**src/rtl/seven_segment_pkg.sv**
```systemverilog
// Shared constants for the seven-segment scanner: GFEDCBA segment patterns and
// the leading-zero blank helper used when SEVENSEG_LZ_BLANK_EN is defined.
package seven_segment_pkg;

    localparam logic [6:0] SEG_0   = 7'b0111111;
    localparam logic [6:0] SEG_1   = 7'b0000110;
    localparam logic [6:0] SEG_2   = 7'b1011011;
    localparam logic [6:0] SEG_3   = 7'b1001111;
    localparam logic [6:0] SEG_4   = 7'b1100110;
    localparam logic [6:0] SEG_5   = 7'b1101101;
    localparam logic [6:0] SEG_6   = 7'b1111101;
    localparam logic [6:0] SEG_7   = 7'b0000111;
    localparam logic [6:0] SEG_8   = 7'b1111111;
    localparam logic [6:0] SEG_9   = 7'b1101111;
    localparam logic [6:0] SEG_A   = 7'b1110111;
    localparam logic [6:0] SEG_B   = 7'b1111100;
    localparam logic [6:0] SEG_C   = 7'b1011000;
    localparam logic [6:0] SEG_D   = 7'b1011110;
    localparam logic [6:0] SEG_E   = 7'b1111001;
    localparam logic [6:0] SEG_F   = 7'b1110001;
    localparam logic [6:0] SEG_OFF = 7'b0000000;

    // Bit i (i > 0) is set when nibble i and every higher nibble are zero.
    // Digit 0 is never auto-blanked so an all-zero value still shows "0".
    function automatic logic [7:0] lz_blank(input logic [31:0] data, input int digits);
        logic [7:0] v;
        logic       zero_above;
        v          = '0;
        zero_above = 1'b1;
        for (int i = 7; i >= 1; i--) begin
            if (i < digits) begin
                zero_above = zero_above && (data[i*4 +: 4] == 4'h0);
                v[i]       = zero_above;
            end
        end
        return v;
    endfunction

endpackage

```
**src/rtl/seven_segment_decode.sv**
```systemverilog
// Combinational hex-to-segment decoder, active-high GFEDCBA, with blank override.
module seven_segment_decode
    import seven_segment_pkg::*;
(
    input  logic [3:0] nibble,
    input  logic       blank,
    output logic [6:0] seg
);

    always_comb begin
        seg = SEG_OFF;
        if (!blank) begin
            case (nibble)
                4'h0:    seg = SEG_0;
                4'h1:    seg = SEG_1;
                4'h2:    seg = SEG_2;
                4'h3:    seg = SEG_3;
                4'h4:    seg = SEG_4;
                4'h5:    seg = SEG_5;
                4'h6:    seg = SEG_6;
                4'h7:    seg = SEG_7;
                4'h8:    seg = SEG_8;
                4'h9:    seg = SEG_9;
                4'hA:    seg = SEG_A;
                4'hB:    seg = SEG_B;
                4'hC:    seg = SEG_C;
                4'hD:    seg = SEG_D;
                4'hE:    seg = SEG_E;
                default: seg = SEG_F;
            endcase
        end
    end

endmodule

```
**src/rtl/seven_segment_scanner.sv**
```systemverilog
// Time-multiplexed seven-segment driver with a double-buffered display value.
// Optional leading-zero blanking is enabled by defining SEVENSEG_LZ_BLANK_EN.
module seven_segment_scanner
    import seven_segment_pkg::*;
#(
    parameter int DIGITS      = 4,
    parameter int REFRESH_DIV = 50000,
    parameter int ACTIVE_LOW  = 0
) (
    input  logic                  clk,
    input  logic                  reset,
    input  logic [4*DIGITS-1:0]   data_in,
    input  logic [DIGITS-1:0]     dp_in,
    input  logic [DIGITS-1:0]     blank_mask,
    input  logic                  load,
    output logic [6:0]            sevenseg,
    output logic                  dp,
    output logic [DIGITS-1:0]     digit_en,
    output logic                  frame_done
);

    localparam int               TW        = $clog2(REFRESH_DIV);
    localparam int               IDXW      = (DIGITS > 1) ? $clog2(DIGITS) : 1;
    localparam logic [TW-1:0]    TICK_LAST = TW'(REFRESH_DIV - 1);
    localparam logic [IDXW-1:0]  IDX_LAST  = IDXW'(DIGITS - 1);
    localparam logic             INV       = (ACTIVE_LOW != 0);

    logic [TW-1:0]          tick;
    logic [IDXW-1:0]        idx;
    logic                   slot_end;
    logic                   wrap;

    logic [4*DIGITS-1:0]    shadow_data;
    logic [DIGITS-1:0]      shadow_dp;
    logic [DIGITS-1:0]      shadow_mask;
    logic                   pending;

    logic [4*DIGITS-1:0]    active_data;
    logic [DIGITS-1:0]      active_dp;
    logic [DIGITS-1:0]      active_blank;

    logic [4*DIGITS-1:0]    wr_data;
    logic [DIGITS-1:0]      wr_dp;
    logic [DIGITS-1:0]      wr_mask;
    logic [DIGITS-1:0]      wr_blank;
    logic                   bypass;

    logic [3:0]             cur_nibble;
    logic                   cur_blank;
    logic [6:0]             seg_dec;
    logic [DIGITS-1:0]      onehot;

    assign slot_end = (tick == TICK_LAST);
    assign wrap     = slot_end && (idx == IDX_LAST);
    assign bypass   = load && wrap;

    always_ff @(posedge clk or posedge reset) begin
        if (reset) begin
            tick <= '0;
            idx  <= '0;
        end else begin
            tick <= slot_end ? '0 : tick + 1'b1;
            if (slot_end) begin
                idx <= (idx == IDX_LAST) ? '0 : idx + 1'b1;
            end
        end
    end

    // A load on the wrap cycle goes straight to the active buffer.
    always_comb begin
        wr_data = bypass ? data_in    : shadow_data;
        wr_dp   = bypass ? dp_in      : shadow_dp;
        wr_mask = bypass ? blank_mask : shadow_mask;
    end

`ifdef SEVENSEG_LZ_BLANK_EN
    logic [7:0] lz_vec;
    assign lz_vec   = lz_blank(32'(wr_data), DIGITS);
    assign wr_blank = wr_mask | lz_vec[DIGITS-1:0];
`else
    assign wr_blank = wr_mask;
`endif

    always_ff @(posedge clk or posedge reset) begin
        if (reset) begin
            shadow_data  <= '0;
            shadow_dp    <= '0;
            shadow_mask  <= '0;
            pending      <= 1'b0;
            active_data  <= '0;
            active_dp    <= '0;
            active_blank <= '0;
        end else begin
            if (load) begin
                shadow_data <= data_in;
                shadow_dp   <= dp_in;
                shadow_mask <= blank_mask;
            end
            if (wrap && (load || pending)) begin
                active_data  <= wr_data;
                active_dp    <= wr_dp;
                active_blank <= wr_blank;
                pending      <= 1'b0;
            end else if (load) begin
                pending      <= 1'b1;
            end
        end
    end

    assign cur_nibble = active_data[{idx, 2'b00} +: 4];
    assign cur_blank  = active_blank[idx];
    assign onehot     = DIGITS'(1) << idx;

    seven_segment_decode u_decode (
        .nibble (cur_nibble),
        .blank  (cur_blank),
        .seg    (seg_dec)
    );

    // Polarity is applied only here so the internal datapath stays active-high.
    always_ff @(posedge clk or posedge reset) begin
        if (reset) begin
            sevenseg   <= {7{INV}};
            dp         <= INV;
            digit_en   <= {DIGITS{INV}};
            frame_done <= 1'b0;
        end else begin
            sevenseg   <= seg_dec ^ {7{INV}};
            dp         <= (active_dp[idx] & ~cur_blank) ^ INV;
            digit_en   <= onehot ^ {DIGITS{INV}};
            frame_done <= wrap;
        end
    end

endmodule

```
**config.mk**
```make
export PLATFORM = sky130hd
export DESIGN_NAME = seven_segment_scanner
export DESIGN_NICKNAME = d
export VERILOG_FILES = /design/src/rtl/seven_segment_pkg.sv /design/src/rtl/seven_segment_decode.sv /design/src/rtl/seven_segment_scanner.sv
export SDC_FILE = /design/constraint.sdc
export NUM_CORES = 1
export LEC_CHECK = 0
export CELL_PAD_IN_SITES_DETAIL_PLACEMENT = 1
export CELL_PAD_IN_SITES_GLOBAL_PLACEMENT = 2
export CORE_AREA = 2 2 126 128
export CTS_CLUSTER_DIAMETER = 80
export DETAILED_ROUTE_END_ITERATION = 12
export DIE_AREA = 0 0 128 130
export GPL_ROUTABILITY_DRIVEN = 0
export PLACE_DENSITY_LB_ADDON = 0.25
export SLEW_MARGIN = 5
export SYNTH_ARGS = -nofsm -noshare
export SYNTH_HDL_FRONTEND = slang
export SYNTH_SLANG_ARGS = --single-unit
```
**constraint.sdc**
```tcl
create_clock -name clk -period 4.4 [get_ports clk]
set_input_delay 0.88 -clock clk [delete_from_list [all_inputs] [get_ports clk]]
set_output_delay 0.88 -clock clk [all_outputs]
set_load 0.03 [all_outputs]
```
## Word level (Yosys, flattened, before mapping)

Memory sizes are Yosys's and may differ from the RTL's.
Index checks and enable logic that the tools add are counted.

- Equal/unequal tests: 2
- Reductions and logical operators: 5
- Muxes and demuxes: 12
- Bitwise logic cells: 2
- Shift operators: 2
- $add $sub $neg: 2
- Order comparisons: 1

Operators with widths:

| operator | count |
|---|---|
| 16-bit two-way mux | 2 |
| 16-bit by 1-bit adder with 16-bit output (second input constant) | 1 |
| 16-bit equality test (second input constant) | 1 |
| 16-bit by 5-bit indexed part select with 4-bit output | 1 |
| 4-bit two-way mux | 2 |
| 7-bit two-way mux | 1 |
| 1-bit binary-select mux with 2-bit select | 2 |
| 1-bit two-way mux | 4 |
| 1-bit by 2-bit << shifter with 4-bit output (first input constant) | 1 |
| 1-bit logical AND | 3 |
| 2-bit by 3-bit less-than comparator with 1-bit output (second input constant) | 1 |
| 2-bit by 1-bit adder with 2-bit output (second input constant) | 1 |
| 2-bit equality test (second input constant) | 1 |
| 2-bit two-way mux | 1 |
| 2-bit nonzero test | 1 |
| 1-bit AND | 1 |
| 1-bit logical OR | 1 |
| 1-bit inverter | 1 |

- ROM bits: 112
- Bits in registers: 80
- Bits of input ports: 27
- Memories kept: 1

Memory list:

| name | depth | width | read ports | clocked after memory_dff | write ports | line | text |
|---|---|---|---|---|---|---|---|
| (name not given) | 16 | 7 | 1 | 0 | 0 | seven_segment_decode.sv:13 | `case (nibble)` |

## Depth between registers and ports, before layout

- Depth after elaboration: 4
- Depth in mapped cells: 7

## By module

Synthesis repeated with hierarchy kept, for this count alone.

- Cells, all modules: 273
- Area total of the unflattened synthesis: 3627.2 µm²

By module, submodules not included:

| module | instances | area an instance (µm²) | cells each |
|---|---|---|---|
| seven_segment_scanner | 1 | 3369.5 | 242 |
| seven_segment_decode | 1 | 257.7 | 31 |

## Least setup slack after synthesis

Ideal clock, no wire load.

- Kind: input-to-reg
- Start: in load
- End: reg active_blank[0]
- Library setup time: 0.127 ns
- Data arrival time: 2.114 ns
- Slack: 2.158 ns
- Stages on the path: 4
- Path buffers: 2
- Cell sequence: clkbuf_1 -> buf_1 -> mux2_2 -> mux2_1

- Cells in the longest elaborated chain, start to end: 2
- Elaborated cells between the ends (all ways): 4
- Classes of those cells: mux: 1; reduce/logical: 3

RTL lines:

| what | line | text |
|---|---|---|
| start: declaration | seven_segment_scanner.sv:15 | `input logic load,` |
| 1-bit logical AND / 1-bit logical OR (equally long branches) | seven_segment_scanner.sv:55, seven_segment_scanner.sv:99 |  |
| 4-bit two-way mux / 1-bit logical AND (equally long branches) | seven_segment_scanner.sv:73, seven_segment_scanner.sv:99 |  |
| end signal: assignment | seven_segment_scanner.sv:102 | `active_blank <= wr_blank;` |
| end: declaration | seven_segment_scanner.sv:40 | `logic [DIGITS-1:0] active_blank;` |

Parallel ways exist; a longest one is shown, timed or not.
A chain may end at the register's enable or synchronous reset.

## Worst setup path after layout

- Start: in load
- End: reg active_data[5]

- Cells in the longest elaborated chain, start to end: 2
- Elaborated cells between the ends (all ways): 4
- Classes of those cells: mux: 1; reduce/logical: 3

RTL lines:

| what | line | text |
|---|---|---|
| 1-bit logical AND / 1-bit logical OR (equally long branches) | seven_segment_scanner.sv:55, seven_segment_scanner.sv:99 |  |
| 16-bit two-way mux / 1-bit logical AND (equally long branches) | seven_segment_scanner.sv:71, seven_segment_scanner.sv:99 |  |
| end signal: assignment | seven_segment_scanner.sv:100 | `active_data <= wr_data;` |
| end: declaration | seven_segment_scanner.sv:38 | `logic [4*DIGITS-1:0] active_data;` |

Parallel ways exist; a longest one is shown, timed or not.

==> flow_summary_export.csv <==
group,metric,value,unit
timing,max_slew_margin,55.7,%
cells_and_area,area.growth.synth_to_final,26.5,%
detailed_routing,drc,0,
cells_and_area,multi_input_area,1360,um2
cts,cts_tree,"done",
grt,grt-busiest-layer,"met2",
floorplanning,die_w,128,um
min_path,hp-class,"flop to flop",
power,power_density,367,nW/um2
timing,timing.hold.ws,0.482,ns
detailed_routing,wl_per_cell,14.7,um
detailed_routing,drt_iter0_markers,60,
grt,grt_pass1_wl,12.0,mm
grt,overflow,0,
cells_and_area,fin_nets,336,
detailed_routing,vias,2048,
logic_synthesis,synth_warnings,0,
grt,grt_max_degree,33,
timing,max_freq,0.403,GHz
logic_synthesis,async_flop_share,100,%
job,maxCapViolations,0,
cells_and_area,fill_cells,1664,
timing,fin_worst_skew,0.00806,ns
detailed_routing,ant_nets,0,
logic_synthesis,synth_cells,254,
setup_path,endpoint_kind,"flop",
logic_synthesis,synth_cell_types,39,
outcome,status,"complete, no violations",
floorplanning,start_util,22.4,%
logic_synthesis,syn_avg_cell_area,13.6,um2
floorplanning,pin_count,40,
cts,cts_resized,0,
floorplanning,rows,46,
setup_path,path_class,"primary input to flop",
detailed_routing,drtPass1Iterations,4,
placed_design,hpwl,5.02,mm
power,p_leak,1.89,nW
cts,clk_latency,0.33,ns
cts,cts_setup_buffers,0,
grt,antenna_found_initial,0,
cells_and_area,final_cell_mix,"dfrtp_1, clkdlybuf4s50_1, mux2_2",
cells_and_area,drive_above_1_share,18.5,%
power,peakVddDrop,0.152,mV
cts,htreeDepth,3,
cts,cts_max_path_buffers,2,
setup_path,crit_fanout,25,
grt,grt_pass1_vias,2280,
cts,clock_sinks,80,
logic_synthesis,ys_seq_area_share,57.9,%
placed_design,io_buffer_count,39,
setup_path,timing.critical_path.required,4.61,ns
floorplanning,dieHeight,130,um
floorplanning,core_area,15400,um2
logic_synthesis,synth_nets,292,
detailed_routing,wl,7.26,mm
cells_and_area,num_antenna_cells,0,
cts,cts_buffers,9,
logic_synthesis,synth_edf_count,0,
cells_and_area,final_common_cell,"dfrtp_1",
timing,finalSetupViolCount,0,
cts,clkSlewWorstSetupHoldPaths,0.06,ns
timing,min_period,2.48,ns
timing,tns,0,ns
cells_and_area,seq_area,2000,um2
logic_synthesis,synth-seq-cells,80,
timing,rsz0062_at_grt,"no",
grt,gr-usage-met3,3.24,%
grt,grt_usage,9.57,%
setup_path,cp-start-kind,"primary input",
detailed_routing,vias_per_cell,4.14,
floorplanning,die-area,16600,um2
timing,worst_slew_pin_slew,0.659,ns
logic_synthesis,syn_area,3460,um2
cts,cts_root_buf,"clkbuf_16",
timing,finalCritPeriodShare,56.5,%
cts,cts_hold_buf,0,
setup_path,crit_arrival,2.70,ns
timing,hold_viol_final,0,
grt,grtUsageMet1,11.8,%
grt,grt.met2_usage,15.6,%
timing,slew_violations,0,
logic_synthesis,synth_flop_cell,"dfrtp_1",
-- final cells by class --
| cell class | instances | area share (%) |
|---|---|---|
| clock buffers | 10 | 5.47 |
| clock inverters | 6 | 1.55 |
| inverters | 8 | 0.716 |
| multi-input cells | 155 | 31.2 |
| flip-flops and latches | 80 | 45.8 |
| well taps | 192 | 5.50 |
| repair buffers | 44 | 9.79 |
-- worst max-delay path, cell delays in order --
cell,delay [ns]
clkdlybuf4s50_1,0.45
buf_4,0.33
nor2_1,0.11
and3b_1,0.22
buf_4,0.31
mux2_1,0.37
-- logic make-up (layout without fill, tap and decap cells) --
family | count (synthesis) | count (layout) | share of synthesized area (%)
flip-flops | 80 | 80 | 57.9
AND/OR/NAND/NOR | 60 | 60 | 9.56
multiplexers | 56 | 56 | 20.1
buffers and inverters | 19 | 68 | 2.64
AO/OA/AOI/OAI | 17 | 17 | 2.97
adder cells (fa/ha/maj) | 11 | 11 | 3.98
XOR/XNOR | 11 | 11 | 2.79
-- registers in the layout, summed over array words and instances (netlist names) --
name	flops
active_data	16
active_dp	4
idx	2
sevenseg	7
digit_en	4
dp	1
pending	1
shadow_dp	4
tick	16
active_blank	4
shadow_data	16
frame_done	1
shadow_mask	4
-- synthesized netlist by cell type, types with 2 or more instances --
master	count	area, um2
dfrtp_1	80	2000
mux2_2	25	282
mux2_1	23	259
nor2_1	21	78.8
ha_1	11	138
inv_1	8	30.0
nand2_1	8	30.0
nand3_1	8	40.0
o21ai_0	8	40.0
xor2_1	8	70.1
clkbuf_1	6	22.5
mux4_2	6	135
nor2b_1	4	25.0
a211oi_1	3	22.5
a21oi_1	3	15.0
and2_1	3	18.8
xnor2_1	3	26.3
buf_6	2	22.5
mux2i_1	2	20.0
nand2b_1	2	12.5
or3_1	2	12.5
-- metrics by stage --
stage          std cells  util, %  worst slack, ns  total power, mW  instance area [um2]
2_1_floorplan        254        -             1.47            0.816                 3460
3_3_place_gp         479     26.3             1.58            0.856                 4060
3_5_place_dp         479     26.3             1.53            0.858                 4060
4_1_cts              495     28.3             1.90             1.64                 4370
5_1_grt              495     28.3             1.84             1.68                 4370
6_report             495     28.3             1.92             1.60                 4370
-- path summary, 6_finish.rpt --
kind | start | endpoint | slack (ns) | cells past startpoint
hold / removal | active_data[4]$_DFFE_PP0P_ | active_data[4]$_DFFE_PP0P_ | 0.48 | 1
setup / recovery | load | active_data[5]$_DFFE_PP0P_ | 1.92 | 6
min in group asynchronous | reset | shadow_data[13]$_DFFE_PP0P_ | 0.85 | 2
hold reg to reg | active_data[4]$_DFFE_PP0P_ | active_data[4]$_DFFE_PP0P_ | 0.48 | 1
max in group asynchronous | reset | active_data[5]$_DFFE_PP0P_ | 2.79 | 3
setup reg to reg | idx[0]$_DFFE_PP0N_ | sevenseg[1]$_DFF_PP0_ | 2.07 | 6
-- routing by layer --
| metal | part of all wire [%] | vias to the layer above | wire, um |
|---|---|---|---|
| met3 | 3.6 | 8 | 264 |
| met2 | 48 | 30 | 3490 |
| li1 | - | 971 | - |
| met1 | 47 | 1039 | 3390 |
| met5 | 0 | - | 0 |
| met4 | 1.5 | 0 | 110 |
-- power breakdown --
part / internal, mW / total [mW] / switching [mW]
sequential: 0.757 / 0.762 / 0.00490
combinational: 0.0421 / 0.0782 / 0.0361
clock: 0.457 / 0.762 / 0.305
Power figures use the tool's default switching activity.
